$ cat config.mk
export PLATFORM = sky130hd
export DESIGN_NAME = onehot_pulse_decoder
export DESIGN_NICKNAME = d
export VERILOG_FILES = /design/src/rtl/onehot_pulse_decoder.sv
export SDC_FILE = /design/constraint.sdc
export NUM_CORES = 1
export LEC_CHECK = 0
export BUFFER_PORTS_ARGS = -buffer_cell sky130_fd_sc_hd__buf_2
export CORE_MARGIN = 2
export CORE_UTILIZATION = 35
export CTS_BUF_LIST = sky130_fd_sc_hd__clkbuf_16
export CTS_CLUSTER_DIAMETER = 80
export CTS_CLUSTER_SIZE = 16
export DETAILED_ROUTE_END_ITERATION = 7
export PLACE_DENSITY_LB_ADDON = 0.3
export SLEW_MARGIN = 20
export SYNTH_ARGS = -nofsm -noshare
export SYNTH_HDL_FRONTEND = slang
export SYNTH_SLANG_ARGS = --single-unit
$ cat constraint.sdc
create_clock -name clk -period 4.6 [get_ports clk]
set_clock_uncertainty 0.15 [all_clocks]
set_input_delay 0 -clock clk [delete_from_list [all_inputs] [get_ports clk]]
set_output_delay 0 -clock clk [all_outputs]
set_load 0.02 [all_outputs]
$ cat src/rtl/onehot_pulse_decoder.sv
// onehot_pulse_decoder
//   Registered 2-to-4 decoder fed by a priority encoder's {A, V} pair.
//   An accepted request (req=1, V=1 while ready=1) drives Y[A] high for
//   PULSE_LEN cycles, then holds an idle gap of GAP_LEN cycles before the
//   next request can be taken. done pulses in the first cycle after Y drops.
//
//   Optional feature macro: ONEHOT_PULSE_DECODER_ERRCNT_EN
//     defined     -> err_cnt is a saturating count of requests taken with V=0
//     not defined -> err_cnt is tied to zero, no counter logic is built
//
//   Legal parameter ranges: PULSE_LEN 1..255, GAP_LEN 0..255, CNT_W >= 1.

module onehot_pulse_decoder #(
    parameter int PULSE_LEN = 4,
    parameter int GAP_LEN   = 1,
    parameter int CNT_W     = 8
) (
    input  logic             clk,
    input  logic             rst_n,
    input  logic [1:0]       A,
    input  logic             V,
    input  logic             req,
    output logic             ready,
    output logic [3:0]       Y,
    output logic             busy,
    output logic             done,
    output logic [CNT_W-1:0] err_cnt
);

    typedef enum logic [1:0] {
        ST_IDLE  = 2'b00,
        ST_PULSE = 2'b01,
        ST_GAP   = 2'b10
    } state_t;

    // Counter reload values. The gap reload is only meaningful when a gap
    // exists; with GAP_LEN=0 the GAP state is never entered.
    localparam logic [7:0] PULSE_LOAD = 8'(PULSE_LEN - 1);
    localparam bit         GAP_EN     = (GAP_LEN > 0);
    localparam logic [7:0] GAP_LOAD   = GAP_EN ? 8'(GAP_LEN - 1) : 8'd0;

    // Map an encoded index to its one-hot strobe; never produces multi-hot.
    function automatic logic [3:0] decode_idx(input logic [1:0] idx);
        logic [3:0] res;
        case (idx)
            2'd0:    res = 4'b0001;
            2'd1:    res = 4'b0010;
            2'd2:    res = 4'b0100;
            2'd3:    res = 4'b1000;
            default: res = 4'b0000;
        endcase
        return res;
    endfunction

    state_t     state_q, state_d;
    logic [7:0] cnt_q,   cnt_d;
    logic [3:0] y_q,     y_d;
    logic       ready_q, ready_d;
    logic       busy_q,  busy_d;
    logic       done_q,  done_d;
    logic       accept_s;
    logic       reject_s;

    // A request is only looked at in IDLE; anything arriving while busy is dropped.
    assign accept_s = (state_q == ST_IDLE) && req && V;
    assign reject_s = (state_q == ST_IDLE) && req && !V;

    // Next-state and next-output computation for the pulse/gap sequencer.
    always_comb begin
        state_d = state_q;
        cnt_d   = cnt_q;
        y_d     = y_q;
        ready_d = ready_q;
        busy_d  = busy_q;
        done_d  = 1'b0;
        case (state_q)
            ST_IDLE: begin
                y_d     = 4'b0000;
                ready_d = 1'b1;
                busy_d  = 1'b0;
                if (accept_s) begin
                    state_d = ST_PULSE;
                    cnt_d   = PULSE_LOAD;
                    y_d     = decode_idx(A);
                    ready_d = 1'b0;
                    busy_d  = 1'b1;
                end else begin
                    cnt_d   = 8'd0;
                end
            end
            ST_PULSE: begin
                if (cnt_q == 8'd0) begin
                    // Y drops on this edge, so done marks the following cycle
                    // whether or not a gap follows.
                    y_d    = 4'b0000;
                    done_d = 1'b1;
                    if (GAP_EN) begin
                        state_d = ST_GAP;
                        cnt_d   = GAP_LOAD;
                        ready_d = 1'b0;
                        busy_d  = 1'b1;
                    end else begin
                        state_d = ST_IDLE;
                        cnt_d   = 8'd0;
                        ready_d = 1'b1;
                        busy_d  = 1'b0;
                    end
                end else begin
                    cnt_d = cnt_q - 8'd1;
                end
            end
            ST_GAP: begin
                y_d = 4'b0000;
                if (cnt_q == 8'd0) begin
                    state_d = ST_IDLE;
                    ready_d = 1'b1;
                    busy_d  = 1'b0;
                end else begin
                    cnt_d = cnt_q - 8'd1;
                end
            end
            default: begin
                // Unreachable encoding: recover to a clean IDLE.
                state_d = ST_IDLE;
                cnt_d   = 8'd0;
                y_d     = 4'b0000;
                ready_d = 1'b1;
                busy_d  = 1'b0;
            end
        endcase
    end

    // Sequencer state and registered outputs, cleared asynchronously.
    always_ff @(posedge clk or negedge rst_n) begin
        if (!rst_n) begin
            state_q <= ST_IDLE;
            cnt_q   <= 8'd0;
            y_q     <= 4'b0000;
            ready_q <= 1'b1;
            busy_q  <= 1'b0;
            done_q  <= 1'b0;
        end else begin
            state_q <= state_d;
            cnt_q   <= cnt_d;
            y_q     <= y_d;
            ready_q <= ready_d;
            busy_q  <= busy_d;
            done_q  <= done_d;
        end
    end

    assign ready = ready_q;
    assign Y     = y_q;
    assign busy  = busy_q;
    assign done  = done_q;

`ifdef ONEHOT_PULSE_DECODER_ERRCNT_EN
    // Saturating increment: holds at all-ones instead of wrapping.
    function automatic logic [CNT_W-1:0] sat_inc(input logic [CNT_W-1:0] val);
        logic [CNT_W-1:0] res;
        if (&val) begin
            res = val;
        end else begin
            res = val + CNT_W'(1);
        end
        return res;
    endfunction

    logic [CNT_W-1:0] err_cnt_q, err_cnt_d;

    // Count requests seen in IDLE with V=0.
    always_comb begin
        err_cnt_d = err_cnt_q;
        if (reject_s) begin
            err_cnt_d = sat_inc(err_cnt_q);
        end else begin
            err_cnt_d = err_cnt_q;
        end
    end

    // Invalid-request counter register.
    always_ff @(posedge clk or negedge rst_n) begin
        if (!rst_n) begin
            err_cnt_q <= '0;
        end else begin
            err_cnt_q <= err_cnt_d;
        end
    end

    assign err_cnt = err_cnt_q;
`else
    // Port kept for interface stability; V=0 requests are simply dropped.
    logic unused_reject_s;
    assign unused_reject_s = reject_s;
    assign err_cnt         = '0;
`endif

endmodule

[After elaboration in Yosys (flattened, before gate mapping)]
Index checks and enable logic that the tools add are counted.
Operators by class
  mux-type cells: 20
  equal/unequal tests: 9
  add/subtract/negate cells: 1
  reductions and logical operators: 7
Operators with widths (number)
  8-bit one-hot mux with 3 select lines: 1
  8-bit two-way mux: 2
  4-bit one-hot mux with 4 select lines: 1
  8-bit logical NOT: 1
  2-bit two-way mux: 4
  4-bit two-way mux: 2
  2-bit inequality test, second input constant: 4
  4-bit one-hot mux with 2 select lines: 1
  8-bit by 1-bit subtractor with 8-bit output, second input constant: 1
  2-bit == test, second input constant: 3
  1-bit two-way mux: 6
  1-bit one-hot mux with 3 select lines: 2
  2-bit one-hot mux with 3 select lines: 1
  2-bit by 1-bit == test with 1-bit output, second input constant: 2
  2-bit logical NOT: 2
  3-bit AND reduction: 1
  1-bit logical AND: 2
  2-bit AND reduction: 1
Storage, ports and cells
  register bits: 17
  bits of input ports: 6
  output and inout bits: 15

[Depth between registers and ports, before layout]
Gate-level depths: netlist (run 1).
  word-level depth: 5
  gate-level depth with buffers: 5
  depth with buffers taken out: 5

[Least setup slack after synthesis (run 1)]
Ideal clock, no wire load.
  path kind: register to register
  from: register cnt_q[0]
  to: register busy_q, in the netlist busy
  path buffers: 0
  clock period less this slack: 1771 ps
  data arrival time: 1479 ps
  stages on the path, launching flop included: 6
  path slack: 2829 ps
  setup time: 142 ps
  data required time: 4308 ps
  path through: dfrtp_1 > inv_1 > ha_1 > or4b_1 > o21ai_0 > o221ai_1
Between the ends
  word-level cells in the longest chain between the ends: 3
  elaborated cells between the ends (all ways): 4
  those cells by class: eq/ne (2); reduce/logical (2)
Ends and longest elaborated chain
  start: declaration: RTL line 56  | logic [7:0] cnt_q, cnt_d;
  start signal: assignment: RTL line 144  | cnt_q <= cnt_d;
  8-bit logical NOT *: RTL line 92, 114
  2-bit inequality test (no line)
  2-bit AND reduction (no line) *
  end signal: assignment: RTL line 147  | busy_q <= busy_d;
  end: declaration: RTL line 59  | logic busy_q, busy_d;
Every way passes the cells marked *; elsewhere a longest branch is shown, timed or not.
A chain may end at the register's enable or synchronous reset.

[Final worst setup path (run 1)]
  from: register cnt_q[0]
  to: register y_q[2], in the netlist Y[2]
Between the ends
  word-level cells in the longest chain between the ends: 2
Ends and longest elaborated chain
  8-bit logical NOT: RTL line 92  | if (cnt_q == 8'd0) begin
  2-bit inequality test (no line)
  end signal: assignment: RTL line 145  | y_q <= y_d;
  end: declaration: RTL line 57  | logic [3:0] y_q, y_d;
No other way between the ends.

==> results of run 1 <==
-- per-stage QoR --
stage / setup slack [ns] / hold slack, ns / util, % / instances / area [um2]
final: 2.20 / 0.0500 / 44.2 / 139 / 1110
after global routing: 2.05 / 0.0682 / 44.2 / 139 / 1110
after CTS: 2.21 / 0.0588 / 44.2 / 139 / 1110
after detailed placement: 2.60 / -0.203 / 39.3 / 131 / 983
after global placement: 2.61 / -0.209 / 39.3 / 131 / 983
after floorplan: 2.83 / -0.446 / - / 99 / 955
-- where the power goes --
part           internal [W]  total [W]  switching [W]  leakage [nW]
clock              0.000117   0.000178      0.0000609        0.0371
combinational      0.000126   0.000305       0.000178         0.255
sequential         0.000194   0.000243      0.0000492         0.225
-- layer usage --
layer	GRT usage, %	part of all wire, %
met2	21.1	49
met5	0	0
met4	2.79	0.47
met1	16.9	45
met3	4.92	5.9
-- cell usage in the layout, fill, tap and decap left out, drive strengths merged --
| cell | netlist | layout |
|---|---|---|
| nand2b | 1 | 1 |
| dfstp | 1 | 1 |
| nand4bb | 1 | 1 |
| buf | 9 | 12 |
| nand2 | 4 | 4 |
| or4 | 2 | 2 |
| nor2 | 4 | 4 |
| o2bb2ai | 1 | 1 |
| a211oi | 1 | 1 |
| o21ai | 7 | 7 |
| a32o | 1 | 1 |
| xor2 | 1 | 1 |
| dlygate4sd3 | 0 | 4 |
| nor2b | 2 | 2 |
| ha | 2 | 2 |
| nor3 | 4 | 4 |
| o32a | 1 | 1 |
| a21o | 1 | 1 |
| inv | 4 | 4 |
| dfrtp | 16 | 16 |
| or2 | 1 | 1 |
| or3 | 3 | 3 |
| nor4b | 1 | 1 |
| clkbuf | 1 | 3 |
| a22o | 1 | 1 |
| clkinvlp | 0 | 1 |
| nand4 | 1 | 1 |
| xnor2 | 2 | 2 |
| o221ai | 1 | 1 |
| o41ai | 1 | 1 |
| o211a | 1 | 1 |
| o211ai | 1 | 1 |
| a21oi | 8 | 8 |
| nor4 | 1 | 1 |
| or4b | 1 | 1 |
| mux2i | 1 | 1 |
| o311ai | 2 | 2 |
| conb | 1 | 8 |
| nor4bb | 1 | 1 |
-- final cells by class --
class                   count  area [um2]  share of cell area, %
clock inverters             1        7.51                  0.679
clock buffers               3        75.1                   6.79
flip-flops and latches     17         427                   38.6
inverters                   4        15.0                   1.36
well taps                  30        37.5                   3.39
multi-input cells          68         444                   40.2
repair buffers             16         100                   9.05
-- kinds of logic after synthesis --
family	Yosys count	share of synthesized area, %
compound gates	27	19.4
xor+xnor	3	2.83
fa+ha+maj	2	2.69
buf+inv	14	9.03
flops	17	46.0
mux	1	1.08
other cells	1	0.404
simple gates	27	18.6
-- state kept, by name (all words and copies together) (netlist names) --
register  cells
done          1
cnt_q         8
busy          1
Y             4
ready         1
state_q       2
-- final timing paths --
kind	endpoint	start	cells past startpoint
worst min-delay path	cnt_q[7]$_DFFE_PN0P_	rst_n	2
worst max register to register	Y[2]$_DFFE_PN0P_	cnt_q[0]$_DFFE_PN0P_	6
min in group clk	cnt_q[1]$_DFFE_PN0P_	V	4
worst min register to register	Y[0]$_DFFE_PN0P_	Y[0]$_DFFE_PN0P_	1
max in group asynchronous	ready$_DFFE_PN1N_	rst_n	2
worst max-delay path	Y[2]$_DFFE_PN0P_	cnt_q[0]$_DFFE_PN0P_	6
-- what timing repair did --
action,4_1_cts,5_1_grt
endpoints found under the hold margin,21,0
hold buffers,4,0
resized for setup,0,0
buffers inserted,0,0
-- critical path, delay by kind of cell, from the launching register on --
family / cells / cell delay (ns)
buf+inv: 2 / 0.66
compound gates: 2 / 0.41
fa+ha+maj: 1 / 0.20
flops: 1 / 0.41
simple gates: 1 / 0.46
==> metrics.txt, run 1 <==
outcome completed; kind of critical path reg2reg; H-tree depth 1; RSZ-0062 raised after global routing no; clk_lat worst skew 0.25 ns; slowest CP cell dlygate4sd3_1; P_leak 0.517 nW; top post-synthesis cells by area dfrtp_1, buf_4, a21oi_1; Root Driver clkbuf_16; initial core utilization 37.1%; final slew viol count 0; Tightest Pin Transition 0.589 ns; Avg Cell Area, Syn 10.1 um2; Longest Clk Path Bufs 2; CTS tree yes; CTS Buf Count 3; vias per cell 5.40; FF+latch count, synth 17; Synth Instances 92; Post-synth ARST share 100%; GPL Wtd Cong 0.812; Yosys cell types 40; Hold Path Class in2async; # rows 18; most common cell in the netlist dfrtp_1; Chip Height 55.5 um; post-synth top area cell dfrtp_1; Post-synth EDFFs 0; CP peak stage delay 0.55 ns; Seq/Total Area, Yosys 46.0%; largest net degree at the start of global routing 18; Die Footprint 0.00308 mm2; total clock sinks 17; Detail Placement HPWL 1360 um; Synth top area share 43.1%; CP Cell Sequence inv_1 > ha_1 > nor4b_2 > a21oi_1 > o2bb2ai_1 > dlygate4sd3_1; crit path max fanout 6; final setup fails 0; DR iter-0 viols 13; DRC Markers 0; max-cap check violation count 0; R2R Setup Slk 2.20 ns; Worst-path clk slew 0.05 ns; count of warnings emitted by yosys 0; total track usage 13.2%; core area 0.00250 mm2; share of cells above drive strength 1 19.3%; post-detailed-route count of antenna-violating nets 0; first-pass GRT wire length 3190 um; CP required 4.58 ns; area grow syn2layout 19.1%; Pwr Total 0.000726 W; FILL cells 241; Peak Freq 416 MHz; Horiz. Die Dim 55.5 um; Hold Vio Cnt, Final 0; fin nets 118; I/O pins 21; Post-Route WL 1920 um; Port Buffers 12; antenna cells 0; commonest cells in the netlist dfrtp_1, a21oi_1, buf_4, o21ai_0; worst endpoint data arrival time 2.39 ns; Pwr Density 656 mW/mm2; setup TNS 0 ns; vias in the first global route 702; initial antenna violation count 0; gr ovfl total 0; part of the cycle the worst path needs 52.2%; mapped cell area 928 um2; DR WL/cell 13.8 um; CP endpoint kind register; Max transition margin 60.5%; min Tclk post-route 2.40 ns; Critical Path Source Type register; maximum VDD drop 0.000343 V; Pre-antenna DRT Iters 4; Vias 751; Main synth FF type dfrtp_1
(Power assumes the default switching activity.)
==> run 2: changes to the inputs <==
==> constraint.sdc (replaced) <==
create_clock -name clk -period 2.5 [get_ports clk]
set_clock_uncertainty 0.15 [all_clocks]
set_input_delay 0 -clock clk [delete_from_list [all_inputs] [get_ports clk]]
set_output_delay 0 -clock clk [all_outputs]
set_load 0.02 [all_outputs]
==> metrics.txt, run 2 (same netlist as run 1, synthesis figures left out) <==
path depth of the worst reg2reg path 7 (was 6); crit path launch cnt_q[0]$_DFFE_PN0P_ (unchanged); number of flip-flops under the largest register name 8 (unchanged); Worst-path clk slew 0.05 ns (about the same); GPL Wtd Cong 0.826 (was 0.812); Port Buffers 12 (unchanged); RSZ-0062 raised after global routing no (unchanged); Max transition margin 59.3% (was 60.5%); post-detailed-route count of antenna-violating nets 0 (unchanged); first-pass GRT wire length 3190 um (unchanged); CP required 2.47 ns (was 4.58 ns); Vias 759 (was 751); share of cells above drive strength 1 19.1% (was 19.3%); Peak Freq 448 MHz (was 416 MHz); commonest non-fill, non-tap cells in the layout dfrtp_1, buf_2, a21oi_1, conb_1, o21ai_0 (unchanged); initial antenna violation count 0 (unchanged); H-tree depth 1 (unchanged); I/O pins 21 (unchanged); largest net degree at the start of global routing 18 (unchanged); final setup fails 0 (unchanged); CTS tree yes (unchanged); area grow syn2layout 19.5% (was 19.1%); final slew viol count 0 (unchanged); reg2reg start cnt_q[0]$_DFFE_PN0P_ (unchanged); Post-Route WL 1770 um (was 1920 um); Comb power frac 43.1% (was 42.0%); Clock Power Share 23.2% (was 24.6%); P_leak 0.527 nW (was 0.517 nW); total clock sinks 17 (unchanged); Hold Vio Cnt, Final 0 (unchanged); setup TNS 0 ns (unchanged); P_int 0.000813 W (was 0.000437 W); CP endpoint kind register (unchanged); Chip Height 55.5 um (unchanged); core area 0.00250 mm2 (unchanged); Largest Register cnt_q (unchanged); Sequential Power Share 33.6% (was 33.5%); Final Worst Setup Slack 0.266 ns (was 2.20 ns); DRC Markers 0 (unchanged); DR iter-0 viols 27 (was 13); maximum VDD drop 0.000573 V (was 0.000343 V); commonest non-fill, non-tap cell in the layout dfrtp_1 (unchanged); Pre-antenna DRT Iters 4 (unchanged); Switch Pwr 0.000511 W (was 0.000289 W); Hold Path Class in2async (unchanged); Pwr Density 1190 mW/mm2 (was 656 mW/mm2); Detail Placement HPWL 1290 um (was 1360 um); antenna cells 0 (unchanged); kind of critical path reg2reg (unchanged); pre-CTS setup slack 0.536 ns (was 2.60 ns); clk_lat worst skew 0.24 ns (was 0.25 ns); crit path max fanout 5 (was 6); Post-CTS Setup Bufs 0 (unchanged); CTS Buf Count 3 (unchanged); min Tclk post-route 2.23 ns (was 2.40 ns); Root Driver clkbuf_16 (unchanged); Critical Path Source Type register (unchanged); Horiz. Die Dim 55.5 um (unchanged); Post-CTS Resized 0 (unchanged); max-cap check violation count 0 (unchanged); DR WL/cell 12.7 um (was 13.8 um); Tightest Pin Transition 0.605 ns (was 0.589 ns); outcome completed (unchanged); Sw Ratio 38.6% (was 39.8%); fin nets 119 (was 118); gr ovfl total 0 (unchanged); initial core utilization 37.1% (unchanged); part of the cycle the worst path needs 89.4% (was 52.2%); Longest Clk Path Bufs 2 (unchanged); Die Footprint 0.00308 mm2 (unchanged); vias per cell 5.42 (was 5.40); total track usage 12.6% (was 13.2%); # rows 18 (unchanged); worst endpoint data arrival time 2.21 ns (was 2.39 ns); vias in the first global route 709 (was 702)
run 2: metal layers:
| metal | GRT usage [%] | wire length (um) | share of wire [%] |
|---|---|---|---|
| met5 | 0 | 0 | 0 |
| met4 | 2.09 | 0 | 0 |
| met3 | 2.11 | 85 | 4.8 |
| met2 | 21.4 | 886 | 50 |
| met1 | 17.0 | 802 | 45 |
run 2: power groups by stage:
stage          clock network (W)  registers, W  logic (W)
3_5_place_dp                   0      0.000450   0.000557
2_1_floorplan                  0      0.000443   0.000425
3_3_place_gp                   0      0.000446   0.000558
4_1_cts                 0.000316      0.000446   0.000572
6_report                0.000308      0.000445   0.000571
5_1_grt                 0.000331      0.000461   0.000640
run 2: critical path: stages (launching register included):
cell	delay [ns]
dfrtp_1	0.42
inv_1	0.10
ha_1	0.18
nor4b_2	0.24
buf_4	0.19
a21oi_1	0.12
o2bb2ai_1	0.17
dlygate4sd3_1	0.55
run 2: layout make-up:
class | instances | area, um2
Timing Repair Buffer | 17 | 108
Multi-Input combinational cell | 68 | 444
Inverter | 4 | 15.0
Clock inverter | 1 | 3.75
Tap cell | 30 | 37.5
Sequential cell | 17 | 427
Fill cell | 247 | 1390
Clock buffer | 3 | 75.1
run 2: worst paths after layout:
kind,endpoint,slack (ns)
max,Y[2]$_DFFE_PN0P_,0.27
min,cnt_q[6]$_DFFE_PN0P_,0.07
max reg2reg,Y[2]$_DFFE_PN0P_,0.27
min reg2reg,Y[0]$_DFFE_PN0P_,0.33
max in group asynchronous,ready$_DFFE_PN1N_,1.82
min in group clk,cnt_q[1]$_DFFE_PN0P_,0.07
run 2: stage by stage:
stage / instance area [um2] / util, % / hold WS, ns / std cells / power, W
final: 1110 / 44.4 / 0.0688 / 140 / 0.00132
after global routing: 1110 / 44.4 / 0.105 / 140 / 0.00143
after global placement: 991 / 39.6 / -0.203 / 132 / 0.00100
after floorplan: 955 / - / -0.446 / 99 / 0.000868
after CTS: 1110 / 44.4 / 0.0650 / 140 / 0.00133
after detailed placement: 991 / 39.6 / -0.205 / 132 / 0.00101
run 2: repair_timing:
action / CTS / global route
hold endpoints to repair: 21 / 0
hold buffers: 4 / 0
endpoints found under the setup margin: 0 / 0
==> run 3: changes to the inputs <==
--- a/config.mk
+++ b/config.mk
@@ -7,7 +7,7 @@
 export LEC_CHECK = 0
 export BUFFER_PORTS_ARGS = -buffer_cell sky130_fd_sc_hd__buf_2
 export CORE_MARGIN = 2
-export CORE_UTILIZATION = 35
+export CORE_UTILIZATION = 52
 export CTS_BUF_LIST = sky130_fd_sc_hd__clkbuf_16
 export CTS_CLUSTER_DIAMETER = 80
 export CTS_CLUSTER_SIZE = 16
==> metrics.txt, run 3 (same netlist as run 1, synthesis figures left out) <==
GR Util met2 31.9% (was 21.4%); antenna cells 0 (unchanged); max-cap check violation count 0 (unchanged); initial antenna violation count 0 (unchanged); Vias 759 (unchanged); grt met1 use 28.0% (was 17.0%); Largest Register cnt_q (unchanged); commonest non-fill, non-tap cells in the layout dfrtp_1, buf_2, a21oi_1, conb_1, o21ai_0 (unchanged); clk_lat worst skew 0.25 ns (was 0.24 ns); Hold Path Class in2async (unchanged); Peak Freq 459 MHz (was 448 MHz); Area after DPL 985 um2 (was 991 um2); number of flip-flops under the largest register name 8 (unchanged); commonest non-fill, non-tap cell in the layout dfrtp_1 (unchanged); gr busiest metal met2 (unchanged); # rows 15 (was 18); Pre-antenna DRT Iters 4 (unchanged); RSZ-0062 raised after global routing no (unchanged); worst endpoint data arrival time 2.16 ns (was 2.21 ns); share of cells above drive strength 1 20.0% (was 19.1%); total clock sinks 17 (unchanged); DR iter-0 viols 14 (was 27); Post-Route WL 1890 um (was 1770 um); Hold Vio Cnt, Final 0 (unchanged); Final Worst Setup Slack 0.322 ns (was 0.266 ns); FILL cells 136 (was 247); CP endpoint kind register (unchanged); I/O pins 21 (unchanged); vias in the first global route 671 (was 709); kind of critical path reg2reg (unchanged); setup TNS 0 ns (unchanged); Pwr Density 1220 mW/mm2 (was 1190 mW/mm2); gr ovfl total 0 (unchanged); core area 0.00171 mm2 (was 0.00250 mm2); Longest Clk Path Bufs 2 (unchanged); part of the cycle the worst path needs 87.1% (was 89.4%); GPL Wtd Cong 0.843 (was 0.826); vias per cell 5.62 (was 5.42); H-tree depth 1 (unchanged); Max transition margin 59.6% (was 59.3%); initial core utilization 54.4% (was 37.1%); Tightest Pin Transition 0.602 ns (was 0.605 ns); Chip Height 46.3 um (was 55.5 um); area grow syn2layout 19.0% (was 19.5%); Worst-path clk slew 0.05 ns (about the same); post-route cell area 0.00110 mm2 (was 0.00111 mm2); maximum VDD drop 0.000705 V (was 0.000573 V); post-detailed-route count of antenna-violating nets 0 (unchanged); DR WL/cell 14.0 um (was 12.7 um); pre-CTS setup slack 0.522 ns (was 0.536 ns); CTS Buf Count 3 (unchanged); Detail Placement HPWL 1340 um (was 1290 um); CP top delay family buffers and inverters (unchanged); outcome completed (unchanged); CP Buf/Inv Count 1 (was 3); Core Util, Final 64.7% (was 44.4%); Critical Path Source Type register (unchanged); CP peak stage delay 0.55 ns (about the same); path depth of the worst reg2reg path 4 (was 7); CTS tree yes (unchanged); WP depth 4 (was 7); P_leak 0.525 nW (was 0.527 nW); crit path max fanout 7 (was 5); largest net degree at the start of global routing 18 (unchanged); fin nets 119 (unchanged); Horiz. Die Dim 46.3 um (was 55.5 um); final slew viol count 0 (unchanged); DRC Markers 0 (unchanged); final setup fails 0 (unchanged); CP required 2.48 ns (was 2.47 ns); first-pass GRT wire length 3060 um (was 3190 um); Port Buffers 12 (unchanged); min Tclk post-route 2.18 ns (was 2.23 ns); CP Cell Sequence nor3_1 > a21oi_1 > o2bb2ai_1 > dlygate4sd3_1 (was inv_1 > ha_1 > nor4b_2 > buf_4 > a21oi_1 > o2bb2ai_1 > dlygate4sd3_1); Root Driver clkbuf_16 (unchanged); met3 usage 3.53% (was 2.11%); Die Footprint 0.00214 mm2 (was 0.00308 mm2); slowest CP cell dlygate4sd3_1 (unchanged); total track usage 21.0% (was 12.6%)
-- run 3: changes by cell type in the layout (fill, tap and decap cells not counted), sizes merged --
| cell | before | now |
|---|---|---|
| inv | 5 | 4 |
| clkinv | 0 | 1 |
-- run 3: metrics by stage --
stage	power, W	hold slack, ns	cells
after floorplan	0.000868	-0.446	99
after global placement	0.00100	-0.208	127
after detailed placement	0.00101	-0.208	127
after CTS	0.00135	0.0679	135
after global routing	0.00144	0.105	135
final	0.00135	0.0659	135
-- run 3: routing by layer --
layer / up-vias / wire, um
li1: 363 / -
met4: 0 / 42
met3: 5 / 44
met2: 16 / 947
met1: 375 / 860
met5: - / 0
-- run 3: worst reg2reg max path, stage by stage (launching register included) --
cell and delay [ns]:
dfrtp_1 0.45, nor3_1 0.49, a21oi_1 0.25, o2bb2ai_1 0.17, dlygate4sd3_1 0.55
-- run 3: worst paths after layout --
path | endpoint | slack [ns] | from
setup / recovery | Y[2]$_DFFE_PN0P_ | 0.32 | cnt_q[2]$_DFFE_PN0P_
hold / removal | state_q[1]$_DFFE_PN0P_ | 0.07 | rst_n
setup reg to reg | Y[2]$_DFFE_PN0P_ | 0.32 | cnt_q[2]$_DFFE_PN0P_
hold reg to reg | Y[0]$_DFFE_PN0P_ | 0.33 | Y[0]$_DFFE_PN0P_
max in group asynchronous | ready$_DFFE_PN1N_ | 1.82 | rst_n
min in group clk | cnt_q[1]$_DFFE_PN0P_ | 0.08 | req
-- run 3: what timing repair did --
action | 4_1_cts | 5_1_grt
hold buffers | 4 | 0
setup endpoints to repair | 0 | 0
setup buffers | 0 | 0
endpoints found under the hold margin | 21 | 0
resized for setup | 0 | 0
-- run 3: layout make-up --
class                           count  area, um2  share of cell area [%]
Timing Repair Buffer               17        108                    9.74
Clock buffer                        3       75.1                    6.80
Sequential cell                    17        427                    38.6
Inverter                            4       15.0                    1.36
Tap cell                           25       31.3                    2.83
Multi-Input combinational cell     68        444                    40.2
Clock inverter                      1       5.00                   0.453
-- run 3: report_power, final --
part / internal (W) / leakage (nW) / switching [W]
registers: 0.000356 / 0.225 / 0.0000903
clock network: 0.000214 / 0.0409 / 0.000107
logic: 0.000244 / 0.260 / 0.000333
